$ cat config.mk
export PLATFORM = sky130hd
export DESIGN_NAME = l1_mem_arbiter
export DESIGN_NICKNAME = d
export VERILOG_FILES = /design/src/rtl/l1_mem_arbiter.sv
export SDC_FILE = /design/constraint.sdc
export NUM_CORES = 1
export LEC_CHECK = 0
export CORE_AREA = 2 2 122 124
export CTS_BUF_LIST = sky130_fd_sc_hd__clkbuf_8 sky130_fd_sc_hd__clkbuf_16
export CTS_CLUSTER_DIAMETER = 80
export DETAILED_ROUTE_END_ITERATION = 10
export DIE_AREA = 0 0 124 126
export PLACE_DENSITY = 0.88
export SYNTH_ARGS = -nofsm -noshare
export SYNTH_HDL_FRONTEND = slang
export SYNTH_SLANG_ARGS = --single-unit
export TNS_END_PERCENT = 100
$ cat constraint.sdc
create_clock -name clk -period 2.37 [get_ports clk]
set_input_delay 0.5925 -clock clk [delete_from_list [all_inputs] [get_ports clk]]
set_output_delay 0.5925 -clock clk [all_outputs]
set_load 0.02 [all_outputs]
$ cat src/rtl/l1_mem_arbiter.sv
// ---------------------------------------------------------------------------
// l1_mem_arbiter
//
// Shares one Master port between the L1 instruction-cache and L1 data-cache
// miss/refill interfaces. One side owns the port for exactly one
// transaction at a time. Ties are broken round-robin against the side
// granted last. The granted request is latched on the grant edge, so the
// Master sees stable inputs even if the requester changes or drops its
// request mid-transaction. Saturating per-side counters record completed
// transactions for performance debug.
//
// Ports
//   clk, rst            : clock; asynchronous active-low reset
//   I_req/I_addr        : instruction-side request (read-only, type 3'b111)
//   I_write/I_type      : accepted but ignored
//   I_out/I_wait        : instruction-side read data and stall
//   D_req/D_addr/D_write/D_in/D_type : data-side request
//   D_out/D_wait        : data-side read data and stall
//   m_read/m_write/m_type/m_addr/m_wdata : latched request to the Master
//   m_rdata/m_stall     : Master response; m_stall low = completes this cycle
//   cnt_i/cnt_d         : saturating completed-transaction counters
// ---------------------------------------------------------------------------
module l1_mem_arbiter #(
  parameter int DATA_W = 32,
  parameter int TYPE_W = 3,
  parameter int CNT_W  = 16
) (
  input  logic              clk,
  input  logic              rst,
  input  logic              I_req,
  input  logic [DATA_W-1:0] I_addr,
  input  logic              I_write,
  input  logic [TYPE_W-1:0] I_type,
  output logic [DATA_W-1:0] I_out,
  output logic              I_wait,
  input  logic              D_req,
  input  logic [DATA_W-1:0] D_addr,
  input  logic              D_write,
  input  logic [DATA_W-1:0] D_in,
  input  logic [TYPE_W-1:0] D_type,
  output logic [DATA_W-1:0] D_out,
  output logic              D_wait,
  output logic              m_read,
  output logic              m_write,
  output logic [TYPE_W-1:0] m_type,
  output logic [DATA_W-1:0] m_addr,
  output logic [DATA_W-1:0] m_wdata,
  input  logic [DATA_W-1:0] m_rdata,
  input  logic              m_stall,
  output logic [CNT_W-1:0]  cnt_i,
  output logic [CNT_W-1:0]  cnt_d
);

  typedef enum logic [1:0] {IDLE, GNT_I, GNT_D} state_t;

  state_t            state_q, state_d;
  logic              last_d_q, last_d_d;   // 1: D side was granted last
  logic              m_read_q, m_read_d;
  logic              m_write_q, m_write_d;
  logic [TYPE_W-1:0] m_type_q, m_type_d;
  logic [DATA_W-1:0] m_addr_q, m_addr_d;
  logic [DATA_W-1:0] m_wdata_q, m_wdata_d;
  logic [CNT_W-1:0]  cnt_i_q, cnt_i_d;
  logic [CNT_W-1:0]  cnt_d_q, cnt_d_d;

  // The I side is read-only with a fixed type; these inputs carry no meaning.
  logic unused_i_side;
  assign unused_i_side = ^{I_write, I_type};

  localparam logic [CNT_W-1:0] CNT_ONE = {{(CNT_W-1){1'b0}}, 1'b1};

  always_comb begin
    state_d   = state_q;
    last_d_d  = last_d_q;
    m_read_d  = m_read_q;
    m_write_d = m_write_q;
    m_type_d  = m_type_q;
    m_addr_d  = m_addr_q;
    m_wdata_d = m_wdata_q;
    cnt_i_d   = cnt_i_q;
    cnt_d_d   = cnt_d_q;

    unique case (state_q)
      IDLE: begin
        // I wins when alone, or on a tie when D was the last one served.
        if (I_req && (!D_req || last_d_q)) begin
          state_d   = GNT_I;
          last_d_d  = 1'b0;
          m_read_d  = 1'b1;
          m_write_d = 1'b0;
          m_type_d  = {TYPE_W{1'b1}};
          m_addr_d  = I_addr;
        end else if (D_req) begin
          state_d   = GNT_D;
          last_d_d  = 1'b1;
          m_read_d  = !D_write;
          m_write_d = D_write;
          m_type_d  = D_type;
          m_addr_d  = D_addr;
          m_wdata_d = D_in;
        end
      end
      GNT_I: begin
        if (!m_stall) begin
          state_d   = IDLE;
          m_read_d  = 1'b0;
          m_write_d = 1'b0;
          if (cnt_i_q != {CNT_W{1'b1}}) cnt_i_d = cnt_i_q + CNT_ONE;
        end
      end
      GNT_D: begin
        if (!m_stall) begin
          state_d   = IDLE;
          m_read_d  = 1'b0;
          m_write_d = 1'b0;
          if (cnt_d_q != {CNT_W{1'b1}}) cnt_d_d = cnt_d_q + CNT_ONE;
        end
      end
      default: state_d = IDLE;
    endcase
  end

  always_ff @(posedge clk or negedge rst) begin
    if (!rst) begin
      state_q   <= IDLE;
      last_d_q  <= 1'b1;
      m_read_q  <= 1'b0;
      m_write_q <= 1'b0;
      m_type_q  <= '0;
      m_addr_q  <= '0;
      m_wdata_q <= '0;
      cnt_i_q   <= '0;
      cnt_d_q   <= '0;
    end else begin
      state_q   <= state_d;
      last_d_q  <= last_d_d;
      m_read_q  <= m_read_d;
      m_write_q <= m_write_d;
      m_type_q  <= m_type_d;
      m_addr_q  <= m_addr_d;
      m_wdata_q <= m_wdata_d;
      cnt_i_q   <= cnt_i_d;
      cnt_d_q   <= cnt_d_d;
    end
  end

  assign m_read  = m_read_q;
  assign m_write = m_write_q;
  assign m_type  = m_type_q;
  assign m_addr  = m_addr_q;
  assign m_wdata = m_wdata_q;
  assign cnt_i   = cnt_i_q;
  assign cnt_d   = cnt_d_q;

  // Read data is only steered to the owner of the port.
  assign I_out = (state_q == GNT_I) ? m_rdata : '0;
  assign D_out = (state_q == GNT_D) ? m_rdata : '0;

  // A requester with req low never stalls; the owner follows the Master;
  // anyone else waiting for the port is held off.
  assign I_wait = I_req && ((state_q == GNT_I) ? m_stall : 1'b1);
  assign D_wait = D_req && ((state_q == GNT_D) ? m_stall : 1'b1);

endmodule

== Word-level counts from Yosys, hierarchy flattened ==
Index checks and enable logic that the tools add are counted.
Cells by class
  mux-type cells: 21
  eq/ne operators: 6
  reduce and logical (&&, ||, !) cells: 16
  bitwise gates (word level): 2
  add/subtract/negate cells: 2
Operators with widths (number)
  32-bit two-way mux: 4
  16-bit by 1-bit adder with 16-bit output (second input constant): 2
  16-bit != test (second input constant): 2
  3-bit AND reduction: 4
  1-bit two-way mux: 9
  2-bit two-way mux: 3
  3-bit two-way mux: 2
  1-bit case mux with 2 select lines: 2
  2-bit case mux with 2 select lines: 1
  2-bit AND reduction: 2
  2-bit nonzero test: 2
  1-bit logical AND: 3
  3-bit != test (second input constant): 1
  2-bit by 1-bit equality test with 1-bit output (second input constant): 1
  2-bit equality test (second input constant): 1
  1-bit logical NOT: 2
  2-bit logical NOT: 1
  2-bit != test (second input constant): 1
  1-bit inverter: 2
  2-bit OR reduction: 1
  1-bit logical OR: 1
Word-level totals
  output and inout bits: 167
  input port bits: 141
  logic and storage cells: 56
  register bits after elaboration: 104

== Longest topological paths before layout ==
  depth after elaboration: 5
  depth in mapped cells: 7
  gate-level depth less buffers: 6

== Worst setup path after synthesis ==
Ideal clock, no wire load.
  path kind: register -> output
  start: register state_q[1]
  end: output I_out[31]
  data required time: 1.778 ns
  arrival time: 1.208 ns
  path buffers: 1
  cell stages (with the launch flop): 5
  setup slack: 0.569 ns
  path through: dfrtp_1 > inv_1 > ha_1 > clkbuf_1 > and2_1
On the way
  cells in the longest elaborated chain, start to end: 2
Ends and longest elaborated chain
  start: declaration: line 56  | state_t state_q, state_d;
  start signal: assignment: line 135  | state_q <= state_d;
  2-bit by 1-bit equality test with 1-bit output: line 156  | assign I_out = (state_q == GNT_I) ? m_rdata : '0;
  32-bit two-way mux: line 156
  end: declaration: line 34  | output logic [DATA_W-1:0] I_out,
No other way between the ends.

== Final worst setup path ==
  start: register state_q[0]
  end: output D_out[4]
On the way
  cells in the longest elaborated chain, start to end: 2
Ends and longest elaborated chain
  2-bit equality test: line 157  | assign D_out = (state_q == GNT_D) ? m_rdata : '0;
  32-bit two-way mux: line 157
  end: declaration: line 41  | output logic [DATA_W-1:0] D_out,
No other way between the ends.

==> reports/summary.txt <==
PWR
------------------------------------------------------------------------------
Sw Pwr                                                                 3.73 mW
Max VDD drop                                                        0.000604 V
Part of the power in the clock network                                   0.156
Cell area power density                                           1080 nW/um^2
Sequential fraction of design power                                      0.308
Cell internal power dissipation                                        5.68 mW
Combinational share of power                                             0.537
Leakage power                                                          3.99 nW
Fraction of power spent switching nets                                   0.396

LOGIC SYNTHESIS
------------------------------------------------------------------------------
Share of synthesized registers carrying an async set or reset             1.00
Biggest area contributors in the synthesized netlist              sky130_fd_sc_hd__dfrtp_1 51%, sky130_fd_sc_hd__and2_1 8.1%, sky130_fd_sc_hd__mux2_1 7.3%
Most used flip-flop cell after synthesis                          sky130_fd_sc_hd__dfrtp_1
Post-synth EDFFs                                                             0
Seq/Total Area, Yosys                                                    0.511
Post-Synthesis Cell Area                                             5090 um^2
Unique cell type count in the Yosys netlist                                 45
Seq cells post-synth                                                       104
Synth area leader                                                 sky130_fd_sc_hd__dfrtp_1
Share of the synthesized area in the top cell type                       0.506
Mean post-synth cell area                                            10.9 um^2
Post-synthesis cell count                                                  466
Most common library cells after synthesis                         103 x sky130_fd_sc_hd__dfrtp_1, 66 x sky130_fd_sc_hd__and2_1, 47 x sky130_fd_sc_hd__nand2_1
Dominant cell by count in the synthesized netlist                 sky130_fd_sc_hd__dfrtp_1
YS warnings                                                                  0
Nets in the synthesized netlist                                            613

STA
------------------------------------------------------------------------------
Transition time at the pin with the least slew margin                 0.552 ns
Final sum of negative setup slack                                         0 ns
Number of max-slew violations in the final report                            0
Clock skew after layout                                             0.00585 ns
Count of endpoints failing setup in the final report                         0
Slew HR                                                                  0.632
Unrepaired setup endpoints after global routing                            yes
Highest clock rate                                                     437 MHz
Final number of hold-violating endpoints                                     0
Hold WS                                                               0.317 ns
Post-route minimum period                                              2.29 ns
Crit share post-route                                                    0.966

CRITICAL PATH
------------------------------------------------------------------------------
Kind of launch point of the worst setup path                          register
Arrival @ worst endpoint                                               1.70 ns
Crit Reg-Reg Endpoint                                                cnt_i[13]
Setup slack, reg-to-reg                                                0.31 ns
Data required time of the critical path                                1.78 ns
Largest driver fanout on the critical path                                  34
Depth of the worst register-to-register path                                 8
Startpoint of the lowest-slack register-to-register path            state_q[1]
Element type at the critical path end                             primary output
Category of the most critical setup path                          register to primary output

CLOCKING
------------------------------------------------------------------------------
Maximum count of clock buffers along a single path                           2
Clock transition at the registers of the reported paths                0.08 ns
Master cell of the clock root buffer                              sky130_fd_sc_hd__clkbuf_16
Setup bufs post-CTS                                                          0
TritonCTS buffer count                                                       9
Number of clock sinks                                                      104
Number of buffers added to fix hold violations after cts                     0
Number of H-tree levels                                                      3
Skew-Pair Late Insertion Delay                                         0.34 ns
Clock tree from TritonCTS                                                built

PLACED DESIGN
------------------------------------------------------------------------------
Last weighted congestion value of the routability-driven placer          0.802
IO Port Bufs                                                               303
Sum of net half-perimeters after detailed placement                    12.3 mm
Count of placed standard cells including taps                              949

DRT
------------------------------------------------------------------------------
Average vias per placed instance                                          4.74
Routed length per placed instance                                      16.2 um
Antenna violation net count after detailed routing                           0
DRC violations left                                                          0
Iteration-0 DRC count of the detailed router                               137
Via count                                                                 4579
DRT Pass-1 Iters                                                             4
Aggregate routed wire length                                           15.6 mm

GLOBAL ROUTING
------------------------------------------------------------------------------
Total global routing overflow                                                0
Vias in the first global route                                            4570
Wire length of the first global-routing pass                           23.6 mm
Antenna violations before repair                                             0
Maximum number of pins on one net before global-route repair               105
Overall global routing resource usage                                    0.197

FLOORPLANNING
------------------------------------------------------------------------------
Total core area                                                     14300 um^2
Die height                                                              126 um
Area enclosed by the die boundary                                   15600 um^2
Effective utilization at floorplan                                       0.356
Number of top-level design ports                                           308
Width of the chip                                                       124 um
Std cell rows                                                               44

HOLD PATH
------------------------------------------------------------------------------
Worst hold path type                                              primary input to async pin

FINISH
------------------------------------------------------------------------------
Final cell count without fillers                                           966
Share of cells above drive strength 1                                   0.0831
Area of all sequential standard cells                                2610 um^2
Filler Cell Count                                                         1164
Multi-input gate area                                                2390 um^2
Net count, final                                                           924
ANT cells                                                                    0
Area growth from synthesis to layout                                     71.6%

JOB
------------------------------------------------------------------------------
Number of max-capacitance violations reported                                0

STATUS
------------------------------------------------------------------------------
Status                                                            complete, no violations

## timing repair
item,CTS,global route
pin swaps,0,0
resized for setup,65,46
setup endpoints to repair,65,60
gates cloned,0,1
## through the flow
stage | setup slack (ns) | instance area, um^2 | utilization | total power [mW]
3_5_place_dp | -0.185 | 8500 | 0.594 | 8.14
3_3_place_gp | -0.177 | 8500 | 0.594 | 8.01
4_1_cts | 0.000270 | 8710 | 0.608 | 9.42
2_1_floorplan | 0.569 | 5090 | - | 5.42
6_report | 0.0797 | 8740 | 0.611 | 9.40
5_1_grt | -0.00402 | 8740 | 0.611 | 9.97
## critical path, cell delays in order (launching register included)
cell and delay, ns:
sky130_fd_sc_hd__dfrtp_2 0.45, sky130_fd_sc_hd__inv_1 0.09, sky130_fd_sc_hd__ha_1 0.19, sky130_fd_sc_hd__buf_12 0.17, sky130_fd_sc_hd__and2_1 0.13, sky130_fd_sc_hd__dlygate4sd2_1 0.33
## power by group through the flow
stage	Combinational, mW	Sequential, mW	Clock (mW)
CTS	5.04	2.89	1.50
floorplan	1.73	3.69	0
finish	5.05	2.89	1.46
detailed placement	5.22	2.92	0
global route	5.41	2.99	1.57
global placement	5.13	2.88	0
## sequential cells by signal, indices dropped and copies added (netlist names)
| name | cells |
|---|---|
| cnt_d | 16 |
| cnt_i | 16 |
| last_d_q | 1 |
| m_addr | 32 |
| m_read | 1 |
| m_type | 3 |
| m_wdata | 32 |
| m_write | 1 |
| state_q | 2 |
## layout by cell type (no fill, tap or decap), types with 5 or more instances in the layout
master	n
sky130_fd_sc_hd__buf_12	8
sky130_fd_sc_hd__inv_1	5
sky130_fd_sc_hd__clkdlybuf4s15_1	23
sky130_fd_sc_hd__o21ai_0	34
sky130_fd_sc_hd__nand2_1	47
sky130_fd_sc_hd__clkdlybuf4s50_1	236
sky130_fd_sc_hd__nand4_1	8
sky130_fd_sc_hd__nor2_1	13
sky130_fd_sc_hd__and2_1	66
sky130_fd_sc_hd__ha_1	5
sky130_fd_sc_hd__mux2_1	33
sky130_fd_sc_hd__mux2i_1	32
sky130_fd_sc_hd__dfrtp_1	102
sky130_fd_sc_hd__a21oi_1	5
sky130_fd_sc_hd__xnor2_1	5
sky130_fd_sc_hd__nand3_1	8
sky130_fd_sc_hd__nor3_1	12
sky130_fd_sc_hd__clkbuf_2	9
sky130_fd_sc_hd__buf_4	13
sky130_fd_sc_hd__xor2_1	23
sky130_fd_sc_hd__dlygate4sd2_1	33
sky130_fd_sc_hd__clkbuf_16	10
## layer usage
metal,track usage,share of wire
met2,0.365,0.53
met5,0,0
met3,0.0648,0.097
met1,0.209,0.36
met4,0.0555,0.016
## worst max-delay path by stage
stage                      from         to  slack (ns)  depth (start not counted)
detailed placement  m_rdata[21]  D_out[21]       -0.18                          3
global route         state_q[1]     I_wait      -0.004                          6
floorplan            state_q[1]  I_out[31]        0.57                          4
CTS                  state_q[1]     I_wait      0.0003                          6
finish               state_q[0]   D_out[4]        0.08                          5
global placement    m_rdata[21]  D_out[21]       -0.18                          3
## cells by family (layout without fill, tap and decap cells)
logic type / after synthesis / count (layout) / synth area share
simple gates: 180 / 180 / 0.199
flops: 104 / 104 / 0.511
mux: 67 / 67 / 0.140
compound gates: 52 / 52 / 0.0582
buf+inv: 29 / 345 / 0.0282
xor+xnor: 28 / 28 / 0.0481
fa+ha+maj: 6 / 6 / 0.0147
## final cells by class
class,instances,area share
Inverter,6,0.00258
Timing Repair Buffer,323,0.367
Clock inverter,6,0.00601
Sequential cell,104,0.298
Tap cell,184,0.0263
Multi-Input combinational cell,333,0.273
Clock buffer,10,0.0273
(Power assumes the default switching activity.)
